<file path="config.mk">
export PLATFORM = sky130hd
export DESIGN_NAME = shift_mul_unit
export DESIGN_NICKNAME = d
export VERILOG_FILES = /design/src/rtl/shift_mul_unit.sv
export SDC_FILE = /design/constraint.sdc
export NUM_CORES = 1
export LEC_CHECK = 0
export ABC_AREA = 1
export ABC_CLOCK_PERIOD_IN_PS = 2400
export BUFFER_PORTS_ARGS = -buffer_cell sky130_fd_sc_hd__buf_4
export CAP_MARGIN = 15
export CORE_MARGIN = 8
export CORE_UTILIZATION = 58
export CTS_CLUSTER_DIAMETER = 150
export DETAILED_ROUTE_END_ITERATION = 12
export GPL_ROUTABILITY_DRIVEN = 0
export PLACE_DENSITY = 0.79
export REMOVE_ABC_BUFFERS = 1
export SLEW_MARGIN = 20
export SYNTH_ARGS = -nofsm -noshare
export SYNTH_HDL_FRONTEND = slang
export SYNTH_SLANG_ARGS = --single-unit
</file>
<file path="constraint.sdc">
create_clock -name CLK -period 2.4 [get_ports CLK]
set_input_delay 0.48 -clock CLK [delete_from_list [all_inputs] [get_ports CLK]]
set_output_delay 0.48 -clock CLK [all_outputs]
set_load 0.02 [all_outputs]
</file>
<file path="src/rtl/shift_mul_unit.sv">
// Iterative MUL/SLL/SRL/SRA execute unit, one step per clock.
// Optional build macro: MUL_EARLY_TERM_EN (MUL stops once the multiplier is exhausted).
module shift_mul_unit #(
  parameter int WIDTH = 8,
  parameter int CNT_W = 4
) (
  input  logic             CLK,
  input  logic             RESET,
  input  logic             START,
  input  logic [1:0]       OP,
  input  logic [WIDTH-1:0] DATA1,
  input  logic [WIDTH-1:0] DATA2,
  output logic [WIDTH-1:0] RESULT,
  output logic             BUSY,
  output logic             DONE
);

  localparam logic [1:0] S_IDLE = 2'd0;
  localparam logic [1:0] S_RUN  = 2'd1;
  localparam logic [1:0] S_DONE = 2'd2;

  localparam logic [1:0] OP_MUL = 2'b00;
  localparam logic [1:0] OP_SLL = 2'b01;
  localparam logic [1:0] OP_SRL = 2'b10;
  localparam logic [1:0] OP_SRA = 2'b11;

  localparam logic [CNT_W-1:0] W_CNT = CNT_W'(WIDTH);

  logic [1:0]       state;
  logic [1:0]       op_q;
  logic [WIDTH-1:0] acc;
  logic [WIDTH-1:0] mcand;
  logic [WIDTH-1:0] mplier;
  logic [WIDTH-1:0] val;
  logic             sign;
  logic [CNT_W-1:0] cnt;

  logic [CNT_W-1:0] amt_raw;
  logic [CNT_W-1:0] amt_sat;
  logic [CNT_W-1:0] n_mul;
  logic [CNT_W-1:0] n_start;
  logic [WIDTH-1:0] zero_res;
  logic [WIDTH-1:0] acc_nx;
  logic [WIDTH-1:0] val_nx;
  logic [WIDTH-1:0] step_res;

  function automatic logic [CNT_W-1:0] msb_plus1(
    input logic [WIDTH-1:0] v
  );
    logic [CNT_W-1:0] n;
    n = '0;
    for (int i = 0; i < WIDTH; i++)
      if (v[i]) n = CNT_W'(i + 1);
    return n;
  endfunction

  assign amt_raw = CNT_W'(DATA2[3:0]);
  assign amt_sat = (amt_raw > W_CNT) ? W_CNT : amt_raw;

`ifdef MUL_EARLY_TERM_EN
  assign n_mul = msb_plus1(DATA2);
`else
  assign n_mul = W_CNT;
`endif

  assign n_start  = (OP == OP_MUL) ? n_mul : amt_sat;
  // Only zero-step cases: MUL by 0 (early term) or shift by 0.
  assign zero_res = (OP == OP_MUL) ? '0 : DATA1;

  assign acc_nx = acc + (mplier[0] ? mcand : '0);

  always_comb begin
    val_nx = val;
    unique case (op_q)
      OP_SLL:  val_nx = {val[WIDTH-2:0], 1'b0};
      OP_SRL:  val_nx = {1'b0, val[WIDTH-1:1]};
      OP_SRA:  val_nx = {sign, val[WIDTH-1:1]};
      default: val_nx = val;
    endcase
  end

  assign step_res = (op_q == OP_MUL) ? acc_nx : val_nx;

  always_ff @(posedge CLK) begin
    if (RESET) begin
      state  <= S_IDLE;
      op_q   <= '0;
      acc    <= '0;
      mcand  <= '0;
      mplier <= '0;
      val    <= '0;
      sign   <= 1'b0;
      cnt    <= '0;
      RESULT <= '0;
    end else begin
      unique case (state)
        S_IDLE: begin
          if (START) begin
            op_q   <= OP;
            acc    <= '0;
            mcand  <= DATA1;
            mplier <= DATA2;
            val    <= DATA1;
            sign   <= DATA1[WIDTH-1];
            cnt    <= n_start;
            if (n_start == '0) begin
              state  <= S_DONE;
              RESULT <= zero_res;
            end else begin
              state <= S_RUN;
            end
          end
        end
        S_RUN: begin
          acc    <= acc_nx;
          mcand  <= mcand << 1;
          mplier <= mplier >> 1;
          val    <= val_nx;
          cnt    <= cnt - 1'b1;
          if (cnt == CNT_W'(1)) begin
            state  <= S_DONE;
            RESULT <= step_res;
          end
        end
        S_DONE:  state <= S_IDLE;
        default: state <= S_IDLE;
      endcase
    end
  end

  assign BUSY = (state == S_RUN);
  assign DONE = (state == S_DONE);

endmodule

</file>
# Yosys cells after proc, flatten, opt, wreduce, memory -nomap -nowiden
# Index checks and enable logic that the tools add are counted.
[totals]
inputBits = 21
ramBits = 0
elab_cells = 53
n_memories = 0
out_inout_bits = 10
rom_bits = 0
latch_bits = 0
regBits = 49
[classes]
muxes = 23
magnitude_cmp = 1
n_reduce_logical = 9
mul = 0
shifts = 0
div_mod_pow = 0
eq_ne = 9
bitwise_logic = 0
add_sub_neg = 2
[op_table]
columns = ["cell", "n"]
rows = [
  ["$pmux 8 s2", 5],
  ["$mux 8", 9],
  ["$pmux 8 s3", 1],
  ["$mux 4", 3],
  ["$add 8x8->8", 1],
  ["$pmux 4 s2", 1],
  ["$eq 2x2->1 const B", 3],
  ["$logic_not 2->1", 3],
  ["$mux 2", 3],
  ["$reduce_and 2->1", 3],
  ["$eq 2x1->1 const B", 2],
  ["$eq 4x1->1 const B", 1],
  ["$gt 4x4->1 const B", 1],
  ["$logic_not 4->1", 1],
  ["$ne 2x2->1 const B", 2],
  ["$pmux 2 s2", 1],
  ["$reduce_and 4->1", 1],
  ["$sub 4x1->4 const B", 1],
  ["$ne 2x1->1 const B", 1],
  ["$reduce_bool 2->1", 1],
]

# Longest topological paths before layout
[logic_depth]
word_depth = 7
mapped_depth = 13
depth_no_buf = 12

# Worst setup path after synthesis
# No wires, ideal clock.
[synth_path]
path_kind = "register to register"
from = "reg mplier[0]"
to = "reg RESULT[6]"
path_stages_with_launch = 14
n_path_buf = 1
required_time_ps = 2283
t_arrival_ps = 1674
slack_ps = 609
setup_time_ps = 117
synth_period_minus_slack_ps = 1791
path_cell_list = "dfxtp_1 clkbuf_1 nand2_1 inv_1 ha_1 fa_1 nand2_1 nand2_1 nand3b_1 nand2_1 nand2_1 nand3_1 nand2_1 a21oi_1"
[synth_via]
elab_chain_len = 5
[synth_lines]
columns = ["element", "line", "rtl"]
rows = [
  ["from (decl)", "33", "logic [WIDTH-1:0] mplier;"],
  ["from (signal assigned)", "117", "mplier <= mplier >> 1;"],
  ["$mux 8", "70", "assign acc_nx = acc + (mplier[0] ? mcand : '0);"],
  ["$add 8x8->8", "70", ""],
  ["$mux 8", "82", "assign step_res = (op_q == OP_MUL) ? acc_nx : val_nx;"],
  ["$mux 8", "120", "if (cnt == CNT_W'(1)) begin"],
  ["$pmux 8 s2", "96", "unique case (state)"],
  ["to (signal assigned)", "108", "RESULT <= zero_res;"],
  ["to (signal assigned)", "122", "RESULT <= step_res;"],
  ["to (decl)", "13", "output logic [WIDTH-1:0] RESULT,"],
]
# Every way passes these cells. The select of a mux whose other input is x is not followed.
# A chain may end at the register's enable or synchronous reset.

# Worst setup path after layout
# Ends and elaborated chain as after synthesis.

==> impl_metrics.tcl <==
set metrics [dict create \
    outcome "complete, no violations" \
    h-tree-depth 2 \
    setup_tns_ns 0 \
    start_util_pct 58.9 \
    cts.clk_slew.worst_paths_ns 0.10 \
    die-area_sq_um 7150 \
    synth_warnings 0 \
    setup_slack_ns 0.522 \
    grt_use_total_pct 19.9 \
    rows 25 \
    final_util_pct 66.9 \
    tightest_slew_ns 0.532 \
    fin_crit_ns 1.88 \
    synthCells 422 \
    min_path_type "in -> reg" \
    dp_cells 495 \
    grt_pass1_wl_um 11600 \
    cts_hold_buf 0 \
    cts_made_buffers 5 \
    cp_max_fo 10 \
    io_buffers 30 \
    yosysTopAreaCell "dfxtp_1" \
    synth-seq-cells 49 \
    timing.fmax_ghz 0.533 \
    via_per_inst 5.41 \
    synth-compound-area-share_pct 16.6 \
    crit_path_frequent_cell "nand2_1" \
    first_pass_iters 4 \
    critPathArrivalTime_ns 2.09 \
    post_cts_resized 0 \
    crit_family "simple AND/OR/NAND/NOR gates" \
    grt_setup_unrepaired "false" \
    die_h_um 84.5 \
    synth_area_sq_um 2730 \
    path_cells "nand2_1 > inv_1 > ha_1 > fa_1 > nand2_1 > nand2_1 > nand3b_1 > nand2_1 > nand2_1 > nand3_1 > nand2_1 > a21oi_1" \
    fp.dieW_um 84.5 \
    crit_path_end_kind "register" \
    grt_overflow 0 \
    drive_above_1_share_pct 12.7 \
    p_leak_uw 0.00149 \
    hold_viol 0 \
    multi_input_area_sq_um 1490 \
    synth_top_area_share_pct 36.0 \
    clock_latency_ns 0.32 \
    p_total_uw 2080 \
    grt_max_degree 35 \
    pre_cts_ws_ns 0.555 \
    required_ns 2.61 \
    antenna_left 0 \
    fin_cells 503 \
    synthXorXnorAreaFrac_pct 0.643 \
    remaining_drc_errors 0 \
    synth_top_family_by_area "simple AND/OR/NAND/NOR gates" \
    num_vias 2721 \
    critPathMaxStageDelay_ns 0.42 \
    most-common-layout-cells "nand2_1, dfxtp_1, inv_1" \
    mostFrequentLayoutCell "nand2_1" \
    cts_tree "done" \
    finalSetupViolations 0 \
    slew_headroom_pct 64.5 \
    cap_violations 0 \
    antenna_found_initial 0 \
    synth-adder-area-share_pct 4.87 \
    critPathBufInv 1 \
    n_antenna_cell 0 \
    io_pins 31 \
    worstSetupPathType "reg -> reg" \
    yosys.area_share.simple_pct 32.4 \
    post_drt_wl_per_cell_um 13.8 \
    fillerInstances 452 \
    drt_iter0_markers 137 \
    area_growth_pct 13.6 \
    synth-seq-area-share_pct 36.0 \
    seq_area_sq_um 981 \
    routed_wl_um 6920 \
    ys_types 27 \
    synth_edf_count 0 \
    async_flop_share_pct 0 \
    cts.sinks 49 \
    maxSlewViolCount 0 \
    synth_mux_area_share_pct 0 \
    power_density_nw_per_um2 673 \
    dp_hpwl_um 5010 \
    synth_flop_cell "dfxtp_1" \
    post_cts_buffers 0 \
    ys_top_cells_by_area "dfxtp_1, nand2_1, inv_1" \
    ir_drop_mv 0.409 \
    period_share_pct 78.2 \
    fin_skew_ns 0.0123 \
    fin_nets 479 \
    crit_slowest_cell "dfxtp_1" \
    cts_buffer_depth 2 \
    grt_pass1_vias 2621 \
    cts_root_buffer "clkbuf_8" \
    cp-start-kind "register" \
    avgSynthCellArea_sq_um 6.46 \
    core_area_sq_um 4630 \
]
[metal layers]
| layer | vias up | share of wire [%] | global-route usage [%] |
|---|---|---|---|
| met5 | - | 0 | 0 |
| met4 | 0 | 1.7 | 7.93 |
| li1 | 1410 | - | - |
| met2 | 61 | 51 | 34.9 |
| met1 | 1240 | 43 | 22.6 |
| met3 | 10 | 5.2 | 4.59 |
[kinds of logic after synthesis]
family	count (synthesis)
AOI/OAI and AO/OA	82
xor gates and xnor gates	2
adders and majority gates	10
buffers and inverters	65
DFF	49
and+or+nand+nor	214
[worst register-to-register path, cell delays in order, from the launching register on]
cell and delay [ns]:
dfxtp_1 0.42, nand2_1 0.11, inv_1 0.04, ha_1 0.20, fa_1 0.41, nand2_1 0.08, nand2_1 0.08, nand3b_1 0.12
nand2_1 0.06, nand2_1 0.07, nand3_1 0.06, nand2_1 0.08, a21oi_1 0.05
[through the flow]
| stage | hold WS [ns] | area, sq um |
|---|---|---|
| CTS | 0.389 | 3100 |
| global placement | 0.454 | 2980 |
| floorplan | 0.435 | 2650 |
| detailed placement | 0.460 | 2980 |
| global route | 0.399 | 3100 |
| finish | 0.397 | 3100 |
[synth_stat cells (all sizes together) (2+ instances only)]
cell type / instances
a21oi: 31
a31oi: 22
buf: 7
clkbuf: 10
dfxtp: 49
ha: 9
inv: 48
nand2: 147
nand3: 17
nand3b: 4
nor2: 42
nor3: 2
o21ai: 21
o22ai: 5
or2: 2
[registers in the layout (all words and copies together), names as in the netlist]
signal and count:
mcand 8, sign 1, cnt 4, op_q 2, mplier 8, state 2, acc 8, val 8
RESULT 8
[where the power goes]
group / total, uW / switching, uW / leakage [uW] / internal (uW)
clock network: 612 / 299 / 0.0000585 / 313
registers: 950 / 57.5 / 0.000402 / 893
logic: 522 / 337 / 0.00103 / 185
total: 2080 / 694 / 0.00149 / 1390
[layout make-up]
| class | count | area share (%) |
|---|---|---|
| clock buffer | 5 | 2.22 |
| clock inverter | 3 | 1.41 |
| inverter | 48 | 5.82 |
| multi-input combinational | 308 | 48.0 |
| sequential | 49 | 31.7 |
| tap | 54 | 2.18 |
| timing repair buffer | 36 | 8.73 |
[final timing paths]
kind | from | endpoint | slack (ns) | cells after the start
setup / recovery | mplier[0]$_SDFFE_PP0P_ | RESULT[6]$_SDFFE_PP0P_ | 0.52 | 12
hold / removal | OP[0] | op_q[0]$_SDFFE_PP0P_ | 0.40 | 3
setup reg to reg | mplier[0]$_SDFFE_PP0P_ | RESULT[6]$_SDFFE_PP0P_ | 0.52 | 12
hold reg to reg | mplier[7]$_SDFFE_PP0P_ | mplier[7]$_SDFFE_PP0P_ | 0.47 | 2
Note: power is estimated with default switching activity, not from simulation.
